===== src/rtl/hn_line_sequencer_if.sv =====
// ---------------------------------------------------------------------------
// hn_line_sequencer_if
//
// Bundles the two buses around the line sequencer:
//   - host stream : s_data, s_valid (host -> sequencer), s_ready (sequencer -> host)
//   - buffer port : wraddress, data, wren, rden, rdaddress (sequencer -> buffer),
//                   PrnData (buffer read data {H4,H3,H2,H1} -> sequencer)
//
// Modports:
//   master : the environment side (host data path + HnData_Ctrl buffer)
//   slave  : the sequencer itself
// ---------------------------------------------------------------------------
interface hn_line_sequencer_if;
    logic [3:0] s_data;
    logic       s_valid;
    logic       s_ready;
    logic [9:0] wraddress;
    logic [3:0] data;
    logic       wren;
    logic       rden;
    logic [9:0] rdaddress;
    logic [3:0] PrnData;

    modport master (
        output s_data, s_valid, PrnData,
        input  s_ready, wraddress, data, wren, rden, rdaddress
    );

    modport slave (
        input  s_data, s_valid, PrnData,
        output s_ready, wraddress, data, wren, rden, rdaddress
    );
endinterface


===== src/rtl/hn_line_sequencer.sv =====
// ---------------------------------------------------------------------------
// hn_line_sequencer
//
// Loads one print line of 4-bit head nibbles from a valid/ready stream into
// the HnData_Ctrl buffer (addresses 0..WR_LEN-1), then on line_go sweeps the
// buffer read port once every PIX_DIV clocks and hands each head word to the
// head driver with a strobe. Owns both buffer ports exclusively.
//
// Ports:
//   clk, rst      : clock, synchronous active-high reset
//   bus (slave)   : host stream + buffer read/write port (see interface)
//   line_go       : print trigger pulse, honoured only in READY
//   abort         : drop the current line and return to LOAD
//   prn_data      : registered head word {H4,H3,H2,H1}
//   prn_strobe    : prn_data valid, one-cycle pulse per read
//   line_busy     : high in READY, PRINT and DRAIN
//   line_done     : one-cycle pulse when the last head word has gone out
//   trig_miss     : one-cycle pulse when line_go arrived outside READY
// ---------------------------------------------------------------------------
module hn_line_sequencer #(
    parameter int WR_LEN  = 400,  // nibble writes per line, 2..1023
    parameter int RD_LEN  = 400,  // reads per line, 1..1023
    parameter int PIX_DIV = 4,    // clocks between read pulses, RD_LAT+1..255
    parameter int RD_LAT  = 2     // clocks from rden to PrnData, 1..4
) (
    input  logic                 clk,
    input  logic                 rst,
    hn_line_sequencer_if.slave   bus,
    input  logic                 line_go,
    input  logic                 abort,
    output logic [3:0]           prn_data,
    output logic                 prn_strobe,
    output logic                 line_busy,
    output logic                 line_done,
    output logic                 trig_miss
);

    localparam logic [9:0] WR_LAST  = 10'(WR_LEN - 1);
    localparam logic [9:0] RD_LAST  = 10'(RD_LEN - 1);
    localparam logic [7:0] DIV_LAST = 8'(PIX_DIV - 1);

    typedef enum logic [1:0] {
        LOAD,
        READY,
        PRINT,
        DRAIN
    } state_t;

    state_t state, state_next;

    logic [9:0]        wr_cnt;
    logic [9:0]        rd_cnt;
    logic [7:0]        div_cnt;
    logic [RD_LAT-1:0] strobe_sr;     // rden delayed by 1..RD_LAT clocks

    logic       wren_q, rden_q;
    logic [9:0] wraddress_q, rdaddress_q;
    logic [3:0] data_q, prn_data_q;
    logic       line_done_q, trig_miss_q;

    logic xfer;       // stream nibble accepted this cycle
    logic start;      // line_go honoured this cycle
    logic rd_issue;   // a read pulse is registered for the next cycle
    logic finish;     // final strobe is out, line completes
    logic capture;    // PrnData holds the word for the strobe due next cycle

    // -----------------------------------------------------------------------
    // Next-state and per-cycle control. abort is applied last so it wins
    // over everything the states decided.
    // -----------------------------------------------------------------------
    always_comb begin
        // NOTE: every signal gets a default before the case so no path leaves it unassigned (no latch).
        state_next = state;
        xfer       = 1'b0;
        start      = 1'b0;
        rd_issue   = 1'b0;
        finish     = 1'b0;

        case (state)
            LOAD: begin
                xfer = bus.s_valid;
                if (xfer && wr_cnt == WR_LAST) begin
                    state_next = READY;
                end
            end
            READY: begin
                if (line_go) begin
                    start      = 1'b1;
                    rd_issue   = 1'b1;
                    state_next = PRINT;
                end
            end
            PRINT: begin
                // PIX_DIV >= 2, so the divider never wraps in a pulse cycle.
                rd_issue = (div_cnt == DIV_LAST);
                if (rden_q && rd_cnt == RD_LAST) begin
                    state_next = DRAIN;
                end
            end
            DRAIN: begin
                // Only one read is ever in flight, so the next strobe is the last.
                if (prn_strobe) begin
                    finish     = 1'b1;
                    state_next = LOAD;
                end
            end
            default: state_next = LOAD;
        endcase

        if (abort) begin
            state_next = LOAD;
            xfer       = 1'b0;
            start      = 1'b0;
            rd_issue   = 1'b0;
            finish     = 1'b0;
        end
    end

    // The word for a strobe is sampled one edge before the strobe itself.
    if (RD_LAT == 1) begin : g_cap_direct
        assign capture = rden_q;
    end else begin : g_cap_pipe
        assign capture = strobe_sr[RD_LAT-2];
    end

    // -----------------------------------------------------------------------
    // State, counters and registered outputs.
    // -----------------------------------------------------------------------
    always_ff @(posedge clk) begin
        // NOTE: sequential state uses non-blocking assignments so every register samples pre-edge values.
        if (rst) begin
            state       <= LOAD;
            wr_cnt      <= '0;
            rd_cnt      <= '0;
            div_cnt     <= '0;
            strobe_sr   <= '0;
            wren_q      <= 1'b0;
            rden_q      <= 1'b0;
            wraddress_q <= '0;
            rdaddress_q <= '0;
            data_q      <= '0;
            prn_data_q  <= '0;
            line_done_q <= 1'b0;
            trig_miss_q <= 1'b0;
        end else begin
            state <= state_next;

            wren_q <= xfer;
            if (xfer) begin
                wraddress_q <= wr_cnt;
                data_q      <= bus.s_data;
            end

            rden_q <= rd_issue;
            if (rd_issue) begin
                rdaddress_q <= start ? '0 : rd_cnt;
            end

            line_done_q <= finish;
            trig_miss_q <= line_go && (state != READY);

            if (abort || finish) begin
                wr_cnt  <= '0;
                rd_cnt  <= '0;
                div_cnt <= '0;
            end else begin
                if (xfer) begin
                    wr_cnt <= wr_cnt + 1'b1;
                end
                if (start) begin
                    rd_cnt  <= '0;
                    div_cnt <= '0;
                end else if (state == PRINT) begin
                    div_cnt <= (div_cnt == DIV_LAST) ? '0 : div_cnt + 1'b1;
                    if (rden_q && rd_cnt != RD_LAST) begin
                        rd_cnt <= rd_cnt + 1'b1;
                    end
                end
            end

            // abort flushes every read still in flight, including one issued this cycle.
            strobe_sr <= abort ? '0 : ((strobe_sr << 1) | RD_LAT'(rden_q));
            if (capture && !abort) begin
                prn_data_q <= bus.PrnData;
            end
        end
    end

    assign bus.s_ready   = (state == LOAD);
    assign bus.wren      = wren_q;
    assign bus.wraddress = wraddress_q;
    assign bus.data      = data_q;
    assign bus.rden      = rden_q;
    assign bus.rdaddress = rdaddress_q;

    assign prn_data   = prn_data_q;
    assign prn_strobe = strobe_sr[RD_LAT-1];
    assign line_busy  = (state != LOAD);
    assign line_done  = line_done_q;
    assign trig_miss  = trig_miss_q;

endmodule

===== src/flat_wrapper.sv =====
// flat-port wrapper written by rule: the top's interface ports become plain ports
module hn_line_sequencer_flat 
#(
    parameter int WR_LEN  = 400,                                    
    parameter int RD_LEN  = 400,                            
    parameter int PIX_DIV = 4,                                                
    parameter int RD_LAT  = 2                                         
)
  (clk, rst, line_go, abort, prn_data, prn_strobe, line_busy, line_done, trig_miss, bus_s_data, bus_s_valid, bus_PrnData, bus_s_ready, bus_wraddress, bus_data, bus_wren, bus_rden, bus_rdaddress);
  hn_line_sequencer_if bus_i ();
  input  logic clk;
  input  logic rst;
  input  logic line_go;
  input  logic abort;
  output logic [3:0] prn_data;
  output logic prn_strobe;
  output logic line_busy;
  output logic line_done;
  output logic trig_miss;
  input wire logic [$bits(bus_i.s_data)-1:0] bus_s_data;
  input wire logic [$bits(bus_i.s_valid)-1:0] bus_s_valid;
  input wire logic [$bits(bus_i.PrnData)-1:0] bus_PrnData;
  output wire logic [$bits(bus_i.s_ready)-1:0] bus_s_ready;
  output wire logic [$bits(bus_i.wraddress)-1:0] bus_wraddress;
  output wire logic [$bits(bus_i.data)-1:0] bus_data;
  output wire logic [$bits(bus_i.wren)-1:0] bus_wren;
  output wire logic [$bits(bus_i.rden)-1:0] bus_rden;
  output wire logic [$bits(bus_i.rdaddress)-1:0] bus_rdaddress;
  assign bus_i.s_data = bus_s_data;
  assign bus_i.s_valid = bus_s_valid;
  assign bus_i.PrnData = bus_PrnData;
  assign bus_s_ready = bus_i.s_ready;
  assign bus_wraddress = bus_i.wraddress;
  assign bus_data = bus_i.data;
  assign bus_wren = bus_i.wren;
  assign bus_rden = bus_i.rden;
  assign bus_rdaddress = bus_i.rdaddress;
  hn_line_sequencer #(.WR_LEN(WR_LEN), .RD_LEN(RD_LEN), .PIX_DIV(PIX_DIV), .RD_LAT(RD_LAT)) u_core (.clk(clk), .rst(rst), .bus(bus_i), .line_go(line_go), .abort(abort), .prn_data(prn_data), .prn_strobe(prn_strobe), .line_busy(line_busy), .line_done(line_done), .trig_miss(trig_miss));
endmodule

===== config.mk =====
export PLATFORM = sky130hd
export DESIGN_NAME = hn_line_sequencer_flat
export DESIGN_NICKNAME = d
export VERILOG_FILES = /design/src/rtl/hn_line_sequencer_if.sv /design/src/rtl/hn_line_sequencer.sv /design/src/flat_wrapper.sv
export SDC_FILE = /design/constraint.sdc
export NUM_CORES = 1
export LEC_CHECK = 0
export ABC_CLOCK_PERIOD_IN_PS = 2200
export CAP_MARGIN = 20
export CORE_MARGIN = 10
export CORE_UTILIZATION = 51
export DETAILED_ROUTE_END_ITERATION = 8
export PLACE_DENSITY = 0.78
export SYNTH_ARGS = -nofsm -noshare
export SYNTH_HDL_FRONTEND = slang
export SYNTH_SLANG_ARGS = --single-unit

===== constraint.sdc =====
create_clock -name clk -period 2.2 [get_ports clk]
set_input_delay 0.44 -clock clk [delete_from_list [all_inputs] [get_ports clk]]
set_output_delay 0.44 -clock clk [all_outputs]
set_load 0.02 [all_outputs]

==> flow_summary_export.csv <==
group,metric,value,unit
cts,htreeDepth,3,
sta,finalCritPeriodShare,95.8,%
sta,timing.fmax,475,MHz
power_and_ir_drop,vdd_drop_max,433,µV
floorplanning,die-area,0.00831,mm²
synth,ys_async_sr_fraction,0,%
synth,synthTopCellsByCount,"dfxtp_1 (64), nand2_1 (40), nor2_1 (31)",
sta,fin_hold_ws,0.452,ns
synth,ys_types,45,
route,routed_via_density,5.22,
power_and_ir_drop,leakage,1.23,nW
setup_path,timing.rr.start,"u_core.wr_cnt[1]$_SDFFE_PP0P_",
route,num_vias,2144,
cts,cts_buffers,9,
setup_path,worstPathRequired,2.42,ns
setup_path,critPathTopFamily,"compound AO/OA/AOI/OAI gates",
route,routed_wl,5700,µm
setup_path,cp_data_arrival_time,2.33,ns
floorplanning,die-height,91.1,µm
sta,rsz0062_at_grt,"false",
place,place.gp.congestion,0.785,
synth,synthesis.nets,299,
grt,grt_usage,14.1,%
synth,ys_seq_elements,64,
cells_and_area,antennaDiodeCount,0,
route,drc,0,
cts,clk_pin_slew,0.07,ns
floorplanning,num_rows,25,
place,pre_cts_ws,-0.192,ns
grt,grt_pass1_wl,9750,µm
setup_path,slowest_delay,0.51,ns
worst_hold_path,holdPathEnd,"u_core.bus.data[2]$_SDFFE_PP0P_",
grt,grt_pass1_vias,2098,
grt,grt_max_degree,20,
floorplanning,die_w,91.1,µm
route,drt_pass1_iterations,4,
floorplanning,io_pins,48,
setup_path,cp_num_buf_inv,0,
cts,cts_tree,"built",
worst_hold_path,hp-start,"u_core.bus.data[2]$_SDFFE_PP0P_",
synth,yosysSeqAreaShare,49.6,%
grt,overflow,0,
synth,synth-warning-count,0,
worst_hold_path,whs_path_depth,2,
sta,max_slew.worst_pin.slew,0.939,ns
worst_hold_path,min_path_type,"flop to flop",
setup_path,start_kind,"flop",
place,hpwl,4230,µm
sta,layout_min_cycle_time,2.11,ns
sta,slew_violations,0,
route,ant_nets,0,
sta,finalSetupViolations,0,
setup_path,crit_path_cell_trace,"ha_1 -> nand2_1 -> or4_1 -> a221o_1 -> a2111oi_1",
synth,synth_area_leader_cell,"dfxtp_1",
sta,max_slew_margin,37.1,%
synth,yosys_most_used_dff,"dfxtp_1",
synth,synth_area_per_cell,9.28,µm²
setup_path,reg2regPathDepth,5,
cells_and_area,drive_gt1_share,11.0,%
setup_path,crit_fanout,4,
place,port-buffer-count,47,
sta,hold_viol_final,0,
setup_path,cp-end-kind,"flop",
grt,antenna_found_initial,0,
synth,synth.area.top_cells,"dfxtp_1 (50%), nand2_1 (5.8%), nor2_1 (4.5%)",
synth,synthesis.area,0.00258,mm²
setup_path,reg2reg_to,"u_core.state[0]$_SDFFE_PP0P_",
cts,cts.path.max_buffers,2,
route,wl_per_cell,13.9,µm
cts,clock-sinks,64,
cells_and_area,area_growth,32.6,%
job,drv_cap,0,
cts,cts_root_buf,"clkbuf_8",
setup_path,ff2ff_setup_slack,0.09,ns
setup_path,critPathSlowestCell,"or4_1",
sta,skew,0.0133,ns
synth,synth_edf_count,0,
cts,insertion_delay,0.34,ns
setup_path,path_depth,5,
run_status,status,"finished, final reports clean",
floorplanning,coreArea,0.00482,mm²
synth,netlist_instances,278,
power_and_ir_drop,power,2.29,mW
setup_path,worst-setup-path-type,"flop to flop",
power_and_ir_drop,powerDensity,668,mW/mm²
sta,post-route-worst-setup-slack,0.0928,ns
floorplanning,start_util,53.6,%
cells_and_area,fin_nets,360,
synth,yosysTopAreaCellShare,49.6,%
synth,synth_most_common_cell,"dfxtp_1",
route,drt-initial-drc-count,78,
cts,hold_buffers,0,
sta,finalSetupTns,0,ns
==> kinds of logic (layout without fill, tap and decap cells) <==
kind of cell	Yosys count	in the layout	synth area share, %
and+or+nand+nor	115	115	22.2
DFF	64	64	49.6
AOI/OAI and AO/OA	41	41	11.0
xor gates and xnor gates	22	22	7.47
buffers and inverters	21	87	3.10
adders and majority gates	8	8	3.88
muxes	7	7	2.71
==> metrics by stage <==
stage               instances  instance area, µm²  utilization (%)
global placement          395                3220             66.8
CTS                       411                3420             71.0
finish                    411                3420             71.1
global route              411                3420             71.1
floorplan                 278                2580                -
detailed placement        395                3220             66.8
==> final cells by class <==
class                   count  area [µm²]
clock buffers              10         138
clock inverters             6        66.3
multi-input cells         193        1220
repair buffers             63         604
well taps                  67        83.8
flip-flops and latches     64        1280
inverters                   8        30.0
fillers                   400        1390
==> layout by cell type (no fill, tap or decap), types with 7 or more instances in the layout <==
master and n:
dfxtp_1 64, clkdlybuf4s50_1 45, nand2_1 40, nor2_1 31, a21oi_1 18, buf_4 15
xor2_1 13, a22o_1 10, clkbuf_8 10, xnor2_1 9, inv_1 8, nand4_1 8
ha_1 8, mux2i_1 7, nand3_1 7
==> metal layers <==
layer	vias up	global-route usage [%]	part of all wire [%]
li1	1081	-	-
met1	1012	16.1	46
met2	42	23.3	47
met3	9	3.79	5.9
met4	0	7.70	1.3
met5	-	0	0
==> sequential cells by signal, indices dropped and copies added, names as in the netlist <==
signal,cells
u_core.bus.wren,1
u_core.bus.rden,1
u_core.bus.wraddress,10
u_core.strobe_sr,2
u_core.div_cnt,8
u_core.bus.data,4
u_core.state,2
u_core.trig_miss,1
u_core.wr_cnt,10
u_core.rd_cnt,10
u_core.prn_data,4
u_core.bus.rdaddress,10
u_core.line_done,1
==> worst max-delay path by stage <==
stage / start / endpoint / slack (ns)
final: u_core.wr_cnt[1]$_SDFFE_PP0P_ / u_core.state[0]$_SDFFE_PP0P_ / 0.09
after global routing: u_core.wr_cnt[1]$_SDFFE_PP0P_ / u_core.state[0]$_SDFFE_PP0P_ / 0.007
after CTS: u_core.state[0]$_SDFFE_PP0P_ / bus_s_ready / 0.008
after detailed placement: bus_s_valid / u_core.state[0]$_SDFFE_PP0P_ / -0.19
after global placement: bus_s_valid / u_core.state[0]$_SDFFE_PP0P_ / -0.08
after floorplan: u_core.wr_cnt[0]$_SDFFE_PP0P_ / u_core.state[0]$_SDFFE_PP0P_ / 0.26
==> report_power, final <==
| group | switching, mW | leakage [nW] | internal (mW) |
|---|---|---|---|
| Sequential | 0.00243 | 0.516 | 1.16 |
| Combinational | 0.0511 | 0.621 | 0.0467 |
| Clock | 0.469 | 0.0949 | 0.555 |
| Total | 0.522 | 1.23 | 1.77 |
==> tightest hold or removal path, cell delays in order, from the launching register on <==
cell and delay (ns):
dfxtp_1 0.31, nand2_1 0.05, a21oi_1 0.05
==> timing repair <==
action / CTS / global route
cloned: 0 / 0
setup buffers: 0 / 0
resized for setup: 1 / 1
setup endpoints to repair: 1 / 1
(Power assumes the default switching activity.)
